$ cat src/rtl/fetch_unit.sv
// Instruction fetch front end: one outstanding imem read feeding a small output FIFO, with redirect flush.
// Define FETCH_SKID_EN for a 2-entry skid buffer; the default build uses a single entry.
module fetch_unit #(
    parameter int unsigned          REGI_SIZE = 16,
    parameter logic [REGI_SIZE-1:0] RESET_PC  = '0
) (
    input  logic                 clk_i,
    input  logic                 rst_i,
    output logic                 imem_req_o,
    output logic [REGI_SIZE-1:0] imem_addr_o,
    input  logic                 imem_valid_i,
    input  logic [REGI_SIZE-1:0] imem_rdata_i,
    input  logic                 redirect_i,
    input  logic [REGI_SIZE-1:0] redirect_pc_i,
    input  logic                 stall_i,
    output logic                 valid_o,
    output logic [REGI_SIZE-1:0] next_pc_o,
    output logic [REGI_SIZE-1:0] instr_o
);

`ifdef FETCH_SKID_EN
    localparam int DEPTH = 2;
`else
    localparam int DEPTH = 1;
`endif
    localparam logic [1:0] DEPTH_C = 2'(DEPTH);

    typedef enum logic [1:0] {
        ST_RUN,
        ST_WAIT,
        ST_FULL
    } state_e;

    typedef struct packed {
        logic [REGI_SIZE-1:0] next_pc;
        logic [REGI_SIZE-1:0] instr;
    } entry_t;

    state_e               state_q, state_d;
    logic [REGI_SIZE-1:0] pc_q, pc_d;
    logic                 drop_q, drop_d;
    logic [1:0]           count_q, count_d;
    entry_t               buf_q [DEPTH];
    entry_t               buf_d [DEPTH];

    logic                 issue;
    logic                 resp;
    logic                 push;
    logic                 pop;
    logic [1:0]           cnt_mid;
    entry_t               new_entry;

    always_comb begin
        // NOTE: every signal written here gets a default first, so no path can infer a latch.
        state_d   = state_q;
        pc_d      = pc_q;
        drop_d    = drop_q;
        count_d   = count_q;
        buf_d     = buf_q;
        issue     = 1'b0;
        push      = 1'b0;
        pop       = 1'b0;
        cnt_mid   = count_q;
        resp      = (state_q == ST_WAIT) && imem_valid_i;
        // pc_q already points one past the outstanding fetch, which is exactly that entry's next_pc.
        new_entry = '{next_pc: pc_q, instr: imem_rdata_i};

        if (redirect_i) begin
            count_d = '0;
            pc_d    = redirect_pc_i;
            if ((state_q == ST_WAIT) && !imem_valid_i) begin
                state_d = ST_WAIT;
                drop_d  = 1'b1;
            end else begin
                state_d = ST_RUN;
                drop_d  = 1'b0;
            end
        end else begin
            pop     = (count_q != '0) && !stall_i;
            push    = resp && !drop_q;
            cnt_mid = count_q - 2'(pop);

            if (pop) begin
                for (int i = 0; i < DEPTH - 1; i++) begin
                    buf_d[i] = buf_q[i+1];
                end
            end
            for (int i = 0; i < DEPTH; i++) begin
                if (push && (cnt_mid == 2'(i))) begin
                    buf_d[i] = new_entry;
                end
            end
            count_d = cnt_mid + 2'(push);

            case (state_q)
                ST_RUN: begin
                    if (count_q < DEPTH_C) begin
                        issue   = 1'b1;
                        pc_d    = pc_q + REGI_SIZE'(1);
                        state_d = ST_WAIT;
                    end
                end
                ST_WAIT: begin
                    if (resp) begin
                        drop_d  = 1'b0;
                        state_d = (count_d == DEPTH_C) ? ST_FULL : ST_RUN;
                    end
                end
                ST_FULL: begin
                    if (pop) begin
                        state_d = ST_RUN;
                    end
                end
                default: state_d = ST_RUN;
            endcase
        end
    end

    // Outputs are forced idle while reset is held, even before the first reset edge.
    assign imem_req_o  = rst_i && issue;
    assign imem_addr_o = pc_q;
    assign valid_o     = rst_i && (count_q != '0);
    assign next_pc_o   = valid_o ? buf_q[0].next_pc : '0;
    assign instr_o     = valid_o ? buf_q[0].instr : '0;

    // NOTE: sequential state is written with non-blocking assignments only.
    always_ff @(posedge clk_i) begin
        if (!rst_i) begin
            state_q <= ST_RUN;
            pc_q    <= RESET_PC;
            drop_q  <= 1'b0;
            count_q <= '0;
        end else begin
            state_q <= state_d;
            pc_q    <= pc_d;
            drop_q  <= drop_d;
            count_q <= count_d;
        end
    end

    // NOTE: payload storage is deliberately not reset; count_q alone decides what is visible.
    always_ff @(posedge clk_i) begin
        buf_q <= buf_d;
    end

endmodule

$ cat config.mk
export PLATFORM = sky130hd
export DESIGN_NAME = fetch_unit
export DESIGN_NICKNAME = d
export VERILOG_FILES = /design/src/rtl/fetch_unit.sv
export SDC_FILE = /design/constraint.sdc
export NUM_CORES = 1
export LEC_CHECK = 0
export BUFFER_PORTS_ARGS = -buffer_cell sky130_fd_sc_hd__buf_2
export CAP_MARGIN = 40
export CELL_PAD_IN_SITES_DETAIL_PLACEMENT = 2
export CELL_PAD_IN_SITES_GLOBAL_PLACEMENT = 2
export CORE_MARGIN = 4
export CORE_UTILIZATION = 29
export DETAILED_ROUTE_END_ITERATION = 12
export PLACE_DENSITY_LB_ADDON = 0.1
export SLEW_MARGIN = 20
export SYNTH_ARGS = -nofsm -noshare
export SYNTH_HDL_FRONTEND = slang
export SYNTH_SLANG_ARGS = --single-unit
$ cat constraint.sdc
create_clock -name clk_i -period 7 [get_ports clk_i]
set_input_delay 1.4 -clock clk_i [delete_from_list [all_inputs] [get_ports clk_i]]
set_output_delay 1.4 -clock clk_i [all_outputs]
set_load 0.03 [all_outputs]
==> out/qor.yml, run 1 <==
status:
  outcome: "complete, no violations"
power_and_ir_drop:
  powerDensity_mw_per_mm2: 215
  finalPower_mw: 0.641
  ir_drop_uv: 81.0
  leakage_nw: 1.31
synth:
  synth_top_area_share_pct: 41.4
  post-synth-top-count-cell: "and2_1"
  ys.warnings.count: 0
  synthTopCellsByCount: "35 x and2_1, 32 x edfxtp_1, 21 x dfxtp_1, 13 x o21ai_0, 11 x nand2_1"
  synthTopCellsByArea: "edfxtp_1 41%, dfxtp_1 18%, and2_1 9.4%"
  syn_nets: 248
  seq_area_frac_synth_pct: 59.6
  postSynthAreaPerCell_sq_um: 11.1
  synth_area_leader_cell: "edfxtp_1"
  ys_ff_latch: 53
  synth_edf_count: 32
  syn_inst: 208
  netlist_area_sq_mm: 0.00232
  yosysUniqueCellTypes: 33
  async_flop_share_pct: 0
  ys.flop_type: "edfxtp_1"
worst_setup_path:
  worstSetupEndpointType: "output port"
  setup.worst_path.start_class: "primary input"
  crit_arrival_ps: 2780
  critPathKind: "primary input to output port"
  crit_path_max_fanout: 22
  required_ps: 5600
detailed_routing:
  viasPerCell: 4.67
  drc: 0
  drtPass1Iterations: 4
  via_count: 1855
  drtIter0Drc: 31
  postRouteAntennaNets: 0
  finalWirelength_um: 6090
  avgRoutedWirePerCell_um: 15.3
sta:
  slew_headroom_pct: 51.3
  tns_ps: 0
  fin_crit_sh_pct: 59.7
  hold_viol_final: 0
  max_freq_mhz: 239
  setup_ws_ps: 2820
  hold_slack_ps: 501
  worstMarginPinSlew_ps: 724
  period_needed_ps: 4180
  setup_violations: 0
  fin_skew_ps: 6.55
  drv_slew: 0
  rsz0062_at_grt: "no"
placed_design:
  place_ws_ps: 2750
  io_buffers: 86
  dp_hpwl_um: 4530
  place_congestion: 0.717
hold_path:
  hp-class: "register to register"
clock_network:
  holdBufCountCts: 0
  cts_buffers: 5
  path_clk_slew_ps: 90
  ctsResizeCount: 0
  cts_buffer_depth: 2
  clock_latency_ps: 300
  clock-sinks: 53
  post_cts_buffers: 0
  cts_tree: "yes"
  htreeDepth: 2
  cts-root-buf: "clkbuf_8"
grt:
  met1_usage_pct: 16.0
  grt_busiest_layer: "met2"
  grt.total_usage_pct: 12.9
  grt_pass1_vias: 1914
  use_met2_pct: 22.6
  met3_usage_pct: 3.02
  grt_max_degree: 33
  overflow: 0
  grt_pass1_wl_um: 9850
  grt_antenna_before_repair: 0
finish:
  fill_cells: 907
  antenna_cells: 0
  syn_to_final_growth_pct: 28.5
  fin_util_pct: 38.4
  drive_gt1_share_pct: 32.9
  nets: 334
floorplan:
  die_w_um: 97.4
  die-area_sq_mm: 0.00949
  die_h_um: 97.4
  initial_core_util_pct: 29.8
  placement_rows: 32
  core_sq_mm: 0.00777
  ios: 87
job:
  drv_cap: 0
worst paths after layout:
path / from / end / slack, ps / cells past startpoint
setup / recovery: rst_i / next_pc_o[14] / 2820 / 5
hold / removal: imem_addr_o[15] / buf_q[31] / 500 / 0
setup reg to reg: state_q[0] / imem_addr_o[15] / 4510 / 4
hold reg to reg: imem_addr_o[15] / buf_q[31] / 500 / 0
per-stage QoR:
| stage | instances | area [sq um] |
|---|---|---|
| after global routing | 397 | 2980 |
| after floorplan | 208 | 2320 |
| final | 397 | 2980 |
| after CTS | 397 | 2980 |
| after global placement | 387 | 2850 |
| after detailed placement | 389 | 2870 |
flip-flops by register name, indices dropped and copies added (netlist names):
signal       cells
drop_q           1
state_q          2
imem_addr_o     16
buf_q           32
count_q          2
metal layers:
layer  wire (um)  share of wire, %
met5           0                 0
met4          53              0.87
met3         238               3.9
met2        3080                51
met1        2710                45
placed cells by master (no fill, tap or decap), drive strengths merged, types with 3 or more instances in the layout:
cell     n
buf     89
and2    35
edfxtp  32
dfxtp   21
o21ai   13
nand2   11
nor2     8
inv      8
xnor2    8
a21oi    7
clkbuf   6
nand2b   5
nor4     5
nand4    4
nand3    4
xor2     3
or4      3
o311a    3
nor3     3
ha       3
nor2b    3
logic make-up after synthesis:
family	count (synthesis)	synth area share (%)
buf+inv	18	3.02
xor+xnor	11	4.16
mux	2	0.863
simple gates	88	21.9
flops	53	59.6
compound gates	33	8.90
fa+ha+maj	3	1.62
where the power goes:
part | total (mW) | internal, mW | switching, mW
logic | 0.0808 | 0.0303 | 0.0505
clock network | 0.203 | 0.106 | 0.0976
registers | 0.356 | 0.344 | 0.0128
layout make-up:
| class | instances | area (sq um) | share of cell area [%] |
|---|---|---|---|
| sequential | 53 | 1380 | 46.4 |
| multi-input combinational | 137 | 876 | 29.4 |
| timing repair buffer | 89 | 458 | 15.4 |
| tap | 102 | 128 | 4.28 |
| clock buffer | 6 | 72.6 | 2.44 |
| clock inverter | 2 | 33.8 | 1.13 |
| inverter | 8 | 30.0 | 1.01 |
worst max-delay path, cell delays in order:
cell and delay [ps]:
buf_2 320, nor2b_2 490, buf_8 220, and2_1 150, buf_2 200
(Power assumes the default switching activity.)
==> run 2, diff against run 1 <==
--- a/config.mk
+++ b/config.mk
@@ -5,12 +5,13 @@
 export SDC_FILE = /design/constraint.sdc
 export NUM_CORES = 1
 export LEC_CHECK = 0
+export ABC_AREA = 1
 export BUFFER_PORTS_ARGS = -buffer_cell sky130_fd_sc_hd__buf_2
 export CAP_MARGIN = 40
 export CELL_PAD_IN_SITES_DETAIL_PLACEMENT = 2
 export CELL_PAD_IN_SITES_GLOBAL_PLACEMENT = 2
 export CORE_MARGIN = 4
-export CORE_UTILIZATION = 29
+export CORE_UTILIZATION = 25
 export DETAILED_ROUTE_END_ITERATION = 12
 export PLACE_DENSITY_LB_ADDON = 0.1
 export SLEW_MARGIN = 20
==> constraint.sdc (replaced) <==
create_clock -name clk_i -period 3.8 [get_ports clk_i]
set_input_delay 0.76 -clock clk_i [delete_from_list [all_inputs] [get_ports clk_i]]
set_output_delay 0.76 -clock clk_i [all_outputs]
set_load 0.03 [all_outputs]
==> run 2 against run 1 <==
- worst hold slack improved by 42 ps
- die area increased by 28%
- flip-flop and latch count unchanged
- routed wire length increased by 28%
- register-to-register slack got worse by 2800 ps
- sequential share of layout area decreased by 4.3 points
- clock skew increased by 2.5 ps
- synthesized cell count increased by 57%
- non-clock buffer count decreased by 2
- count of clock-buffer cells in the layout decreased by 1
- global-route usage increased by 0.49 points
- largest cell class unchanged
==> out/qor.yml, run 2 <==
status:
  outcome: "complete, no violations"
floorplan:
  initial_core_util_pct: 25.5  # -4.4 points
  core_sq_mm: 0.0102  # +32%
  die_w_um: 110  # +13%
  die_h_um: 110  # +13%
  die-area_sq_mm: 0.0121  # +28%
  placement_rows: 37  # +16%
  ios: 87  # unchanged
worst_setup_path:
  crit_buf_inv: 4  # +1
  critical_path_depth: 6  # +1
  cp_top_family: "buffers and inverters"
  worstPathCellList: "buf_2 -> inv_2 -> nor2_1 -> inv_2 -> nor2_1 -> buf_2"
  cpMaxStageDelayCell: "inv_2"
  cpPeakStageDelay_ps: 430  # -60 ps
  critPathKind: "primary input to output port"
  required_ps: 3040  # -2560 ps
  reg2regPathDepth: 8  # +4
  crit_path_max_fanout: 32  # +45%
  setup.worst_path.start_class: "primary input"
  worstSetupEndpointType: "output port"
  crit_arrival_ps: 2100  # -680 ps
grt:
  grt_pass1_vias: 2475  # +29%
  grt_antenna_before_repair: 0  # unchanged
  grt_max_degree: 33  # unchanged
  grt_pass1_wl_um: 12600  # +28%
  grt.total_usage_pct: 13.4  # +0.49 points
  overflow: 0  # unchanged
detailed_routing:
  postRouteAntennaNets: 0  # unchanged
  viasPerCell: 4.33  # -7.4%
  drtIter0Drc: 91  # +190%
  drc: 0  # unchanged
  drtPass1Iterations: 4  # unchanged
  finalWirelength_um: 7820  # +28%
  via_count: 2381  # +28%
  avgRoutedWirePerCell_um: 14.2  # -7.3%
sta:
  hold_slack_ps: 543  # +42.4 ps
  rsz0062_at_grt: "no"
  worstMarginPinSlew_ps: 549  # -175 ps
  max_freq_mhz: 350
  period_needed_ps: 2860
  slew_headroom_pct: 63.3  # +12 points
  setup_ws_ps: 941  # -1880 ps
  tns_ps: 0  # unchanged
  drv_slew: 0  # unchanged
  hold_viol_final: 0  # unchanged
  fin_skew_ps: 9.02  # +2.47 ps
  setup_violations: 0  # unchanged
  fin_crit_sh_pct: 75.2
synth:
  synth_top_family_by_area: "simple AND/OR/NAND/NOR gates"
  synth-xor-area-share_pct: 1.68  # -2.5 points
  netlist_area_sq_mm: 0.00261  # +13%
  post-synth-top-count-cell: "nor2_1"
  synthTopCellsByArea: "edfxtp_1 37%, dfxtp_1 16%, nor2_1 9.5%"
  seq_area_frac_synth_pct: 52.9  # -6.6 points
  synthMuxAreaShare_pct: 0  # -0.86 points
  postSynthAreaPerCell_sq_um: 7.98  # -28%
  synthTopCellsByCount: "66 x nor2_1, 61 x inv_1, 60 x nand2_1, 32 x edfxtp_1, 21 x dfxtp_1"
  synth_area_leader_cell: "edfxtp_1"
  synth_fa_ha_area_share_pct: 1.44  # -0.18 points
  ys.flop_type: "edfxtp_1"
  syn_nets: 367  # +48%
  synth_compound_area_share_pct: 6.38  # -2.5 points
  ys_ff_latch: 53  # unchanged
  synth_top_area_share_pct: 36.8  # -4.6 points
  yosysUniqueCellTypes: 30  # -9.1%
  synth_edf_count: 32  # unchanged
  ys.warnings.count: 0  # unchanged
  syn_inst: 327  # +57%
  async_flop_share_pct: 0  # unchanged
  synth-simple-area-share_pct: 26.5  # +4.7 points
placed_design:
  place_congestion: 0.686  # -4.2%
  io_buffers: 86  # unchanged
  dp_hpwl_um: 6020  # +33%
  place_ws_ps: 884  # -1870 ps
  dp.cells: 542  # +39%
power_and_ir_drop:
  p_sw_share_pct: 31.2  # +6.1 points
  power_frac_clock_pct: 28.5  # -3.2 points
  power_frac_comb_pct: 16.3  # +3.7 points
  ir_drop_uv: 133  # +64%
  p_sw_mw: 0.378  # +130%
  internal-power_mw: 0.834  # +74%
  leakage_nw: 1.62  # +24%
  powerDensity_mw_per_mm2: 369  # +71%
  p_seq_share_pct: 55.3  # -0.3 points
clock_network:
  holdBufCountCts: 0  # unchanged
  cts_buffers: 5  # unchanged
  cts-root-buf: "clkbuf_8"
  clock_latency_ps: 320  # +20 ps
  path_clk_slew_ps: 100  # about the same
  clock-sinks: 53  # unchanged
  post_cts_buffers: 0  # unchanged
  cts_tree: "yes"
  htreeDepth: 2  # unchanged
  cts_buffer_depth: 2  # unchanged
  ctsResizeCount: 0  # unchanged
hold_path:
  min_delay_path_depth: 2  # +2
  hp-class: "register to register"
finish:
  largest_register_ffs: 32  # unchanged
  fin_util_pct: 32.1  # -6.2 points
  syn_to_final_growth_pct: 25.9
  final_cell_mix: "86 x buf_2, 66 x nor2_1, 61 x inv_1"
  fill_cells: 1202  # +33%
  final_cells: 550  # +39%
  top_register: "buf_q"
  final_common_cell: "buf_2"
  antenna_cells: 0  # unchanged
  nets: 453  # +36%
  drive_gt1_share_pct: 26.8  # -6.1 points
job:
  drv_cap: 0  # unchanged
## run 2: cell count changes in the layout (fill, tap and decap cells not counted), sizes merged, moves of 4 or more
cell	previous run	this run
a21oi	7	12
nor2	8	69
and2	35	0
inv	8	67
nor4	5	1
xnor2	8	3
nand2	11	63
nand2b	5	0
nand3	4	20
## run 2: final timing paths
check / start / end / slack (ps)
setup reg to reg: count_q[1] / buf_q[29] / 1670
setup / recovery: rst_i / next_pc_o[7] / 940
hold reg to reg: imem_addr_o[15] / imem_addr_o[15] / 540
hold / removal: imem_addr_o[15] / imem_addr_o[15] / 540
## run 2: cells by family after synthesis
kind of cell | count (synthesis)
AND/OR/NAND/NOR | 162
buffers and inverters | 74
flip-flops | 53
adder cells (fa/ha/maj) | 3
XOR/XNOR | 5
AO/OA/AOI/OAI | 30
## run 2: metrics by stage
| step | area [sq um] | power (mW) |
|---|---|---|
| floorplan | 2620 | 0.806 |
| global placement | 3190 | 0.880 |
| detailed placement | 3190 | 0.886 |
| CTS | 3290 | 1.24 |
| global route | 3290 | 1.28 |
| finish | 3290 | 1.21 |
## run 2: routing by layer
metal  track usage [%]  share of wire, %  up-vias  wire [um]
met1              16.9                46     1128       3620
met2              23.0                47       56       3650
met5                 0                 0        -          0
met4              3.69               1.2        0         90
li1                  -                 -     1188          -
met3              2.85               5.9        9        459
## run 2: final cells by class
| class | instances | area (sq um) | area share [%] |
|---|---|---|---|
| clock buffer | 5 | 68.8 | 2.09 |
| clock inverter | 3 | 25.0 | 0.762 |
| inverter | 66 | 248 | 7.54 |
| multi-input combinational | 200 | 955 | 29.1 |
| sequential | 53 | 1380 | 42.0 |
| tap | 136 | 170 | 5.18 |
| timing repair buffer | 87 | 438 | 13.3 |
## run 2: power by group through the flow
stage	Combinational [mW]	Sequential (mW)	Clock, mW
floorplan	0.105	0.701	0
finish	0.197	0.670	0.345
detailed placement	0.202	0.684	0
global placement	0.198	0.682	0
global route	0.224	0.676	0.383
CTS	0.202	0.671	0.368
## run 2: worst register-to-register path, stage by stage (launching register included)
cell and delay, ps:
dfxtp_1 350, inv_1 100, nand2_2 100, nand2_1 100, inv_1 50, ha_1 290, nand2_1 90, nor4_4 280
buf_4 420
==> run 3, diff against run 2 <==
--- a/config.mk
+++ b/config.mk
@@ -5,13 +5,13 @@
 export SDC_FILE = /design/constraint.sdc
 export NUM_CORES = 1
 export LEC_CHECK = 0
-export ABC_AREA = 1
+export ABC_AREA = 0
 export BUFFER_PORTS_ARGS = -buffer_cell sky130_fd_sc_hd__buf_2
 export CAP_MARGIN = 40
 export CELL_PAD_IN_SITES_DETAIL_PLACEMENT = 2
 export CELL_PAD_IN_SITES_GLOBAL_PLACEMENT = 2
 export CORE_MARGIN = 4
-export CORE_UTILIZATION = 25
+export CORE_UTILIZATION = 27
 export DETAILED_ROUTE_END_ITERATION = 12
 export PLACE_DENSITY_LB_ADDON = 0.1
 export SLEW_MARGIN = 20
==> constraint.sdc (replaced) <==
create_clock -name clk_i -period 2.6 [get_ports clk_i]
set_input_delay 0.52 -clock clk_i [delete_from_list [all_inputs] [get_ports clk_i]]
set_output_delay 0.52 -clock clk_i [all_outputs]
set_load 0.03 [all_outputs]
==> run 3 against run 2 <==
- via count decreased by 22%
- combinational power grew 15%
- global-route usage down 0.59 points
- routed wire length down 21%
- count of clock-buffer cells in the layout did not move
- power grew 35%
- first-iteration DRC count is 70% lower
- cell area decreased by 8.6%
- cell count fell by 27%
- critical path depth is 2 lower
- utilization increased by 4.1 points
- critical path type is now register to register
- highest routed layer unchanged
==> out/qor.yml, run 3 (same netlist as run 1, synthesis figures left out) <==
sta:
  slew_headroom_pct: 75.7  # +12 points
  max_freq_mhz: 428
  fin_skew_ps: 9.41  # +0.396 ps
  drv_slew: 0  # unchanged
  tns_ps: 0  # unchanged
  setup_violations: 0  # unchanged
  setup_ws_ps: 265  # -675 ps
  hold_viol_final: 0  # unchanged
  rsz0062_at_grt: "no"
  fin_crit_sh_pct: 89.8
  worstMarginPinSlew_ps: 364  # -185 ps
  period_needed_ps: 2330
clock_network:
  cts-root-buf: "clkbuf_8"
  ctsResizeCount: 0  # unchanged
  cts_tree: "yes"
  clock_latency_ps: 300  # -20 ps
  htreeDepth: 2  # unchanged
  holdBufCountCts: 0  # unchanged
  clock-sinks: 53  # unchanged
  path_clk_slew_ps: 90  # about the same
  post_cts_buffers: 0  # unchanged
  cts_buffer_depth: 2  # unchanged
  cts_buffers: 5  # unchanged
finish:
  nets: 338  # -25%
  syn_to_final_growth_pct: 29.5
  drive_gt1_share_pct: 33.9  # +7.1 points
  top_register: "buf_q"
  antenna_cells: 0  # unchanged
  final_cells: 403  # -27%
  fill_cells: 948  # -21%
  largest_register_ffs: 32  # unchanged
  final_cell_mix: "86 x buf_2, 35 x and2_1, 32 x edfxtp_1"
  final_common_cell: "buf_2"
  fin_util_pct: 36.2  # +4.1 points
detailed_routing:
  via_count: 1854  # -22%
  viasPerCell: 4.60  # +6.3%
  drtPass1Iterations: 3  # -1
  drtIter0Drc: 27  # -70%
  drc: 0  # unchanged
  postRouteAntennaNets: 0  # unchanged
  avgRoutedWirePerCell_um: 15.3  # +7.5%
  finalWirelength_um: 6160  # -21%
job:
  drv_cap: 0  # unchanged
hold_path:
  hp-class: "primary input to register"
  min_delay_path_depth: 1  # -1
placed_design:
  dp.cells: 396  # -27%
  place_congestion: 0.754  # +9.9%
  io_buffers: 86  # unchanged
  dp_hpwl_um: 4660  # -23%
  place_ws_ps: 288  # -595 ps
grt:
  grt.total_usage_pct: 12.8  # -0.59 points
  overflow: 0  # unchanged
  grt_antenna_before_repair: 0  # unchanged
  grt_pass1_vias: 1936  # -22%
  grt_pass1_wl_um: 10200  # -19%
  grt_max_degree: 34  # +3.0%
worst_setup_path:
  worstSetupEndpointType: "register"
  worstPathCellList: "or4_1 -> or4_1 -> or4_1 -> a31oi_1"
  setup.worst_path.start_class: "register"
  critPathKind: "register to register"
  crit_path_max_fanout: 6  # -81%
  crit_buf_inv: 0  # -4
  cpMaxStageDelayCell: "or4_1"
  path_common_cell: "or4_1"
  required_ps: 2830  # -210 ps
  crit_arrival_ps: 2560  # +460 ps
  cpPeakStageDelay_ps: 630  # +200 ps
  critical_path_depth: 4  # -2
  cp_top_family: "simple AND/OR/NAND/NOR gates"
  reg2regPathDepth: 4  # -4
floorplan:
  ios: 87  # unchanged
  die_w_um: 101  # -8.6%
  die-area_sq_mm: 0.0101  # -16%
  initial_core_util_pct: 27.9  # +2.4 points
  core_sq_mm: 0.00830  # -19%
  die_h_um: 101  # -8.6%
  placement_rows: 33  # -11%
status:
  outcome: "complete, no violations"
power_and_ir_drop:
  leakage_nw: 1.31  # -19%
  ir_drop_uv: 203  # +53%
  finalPower_mw: 1.63  # +35%
  powerDensity_mw_per_mm2: 544  # +47%
## run 3: cell count changes in the layout (fill, tap and decap cells not counted), moves of 4 or more
cell,previous run,this run
nor2_1,66,8
inv_1,61,8
nand2_1,60,11
and2_1,0,35
nand3_1,19,4
a21oi_1,12,7
buf_4,1,6
inv_2,5,0
nand2b_1,0,5
o21ai_0,8,13
xnor2_1,3,8
nor4_1,0,4
## run 3: final cells by class
cell class                      count  area (sq um)  area share, %
Clock buffer                        5          68.8           2.29
Clock inverter                      2          11.3          0.375
Inverter                            8          30.0           1.00
Multi-Input combinational cell    137           885           29.5
Sequential cell                    53          1380           46.0
Tap cell                          105           131           4.38
Timing Repair Buffer               93           495           16.5
## run 3: final timing paths
check / from / endpoint / slack (ps)
max: state_q[0] / imem_addr_o[15] / 270
min: imem_rdata_i[5] / buf_q[5] / 390
max reg2reg: state_q[0] / imem_addr_o[15] / 270
min reg2reg: imem_addr_o[15] / buf_q[31] / 500
## run 3: layer usage
layer  wire length (um)  vias to the layer above  GRT usage [%]
met2               3020                       54           22.1
met1               2670                      881           15.7
li1                   -                      914              -
met3                409                        5           3.32
met5                  0                        -              0
met4                 63                        0           3.42
## run 3: stage by stage
stage               cell area [sq um]  hold slack (ps)
floorplan                        2330              460
global placement                 2920              467
detailed placement               2920              477
CTS                              3000              375
global route                     3000              360
finish                           3000              386
## run 3: worst reg2reg max path: stages (launching register included)
cell and delay (ps):
dfxtp_1 370, or4_1 570, or4_1 630, or4_1 540, a31oi_1 170
## run 3: where the power goes
group          switching (mW)  internal (mW)  leakage, nW  total, mW
logic                   0.138         0.0883        0.809      0.227
registers              0.0344          0.925        0.468      0.960
clock network           0.264          0.182       0.0377      0.446
total                   0.437           1.20         1.31       1.63
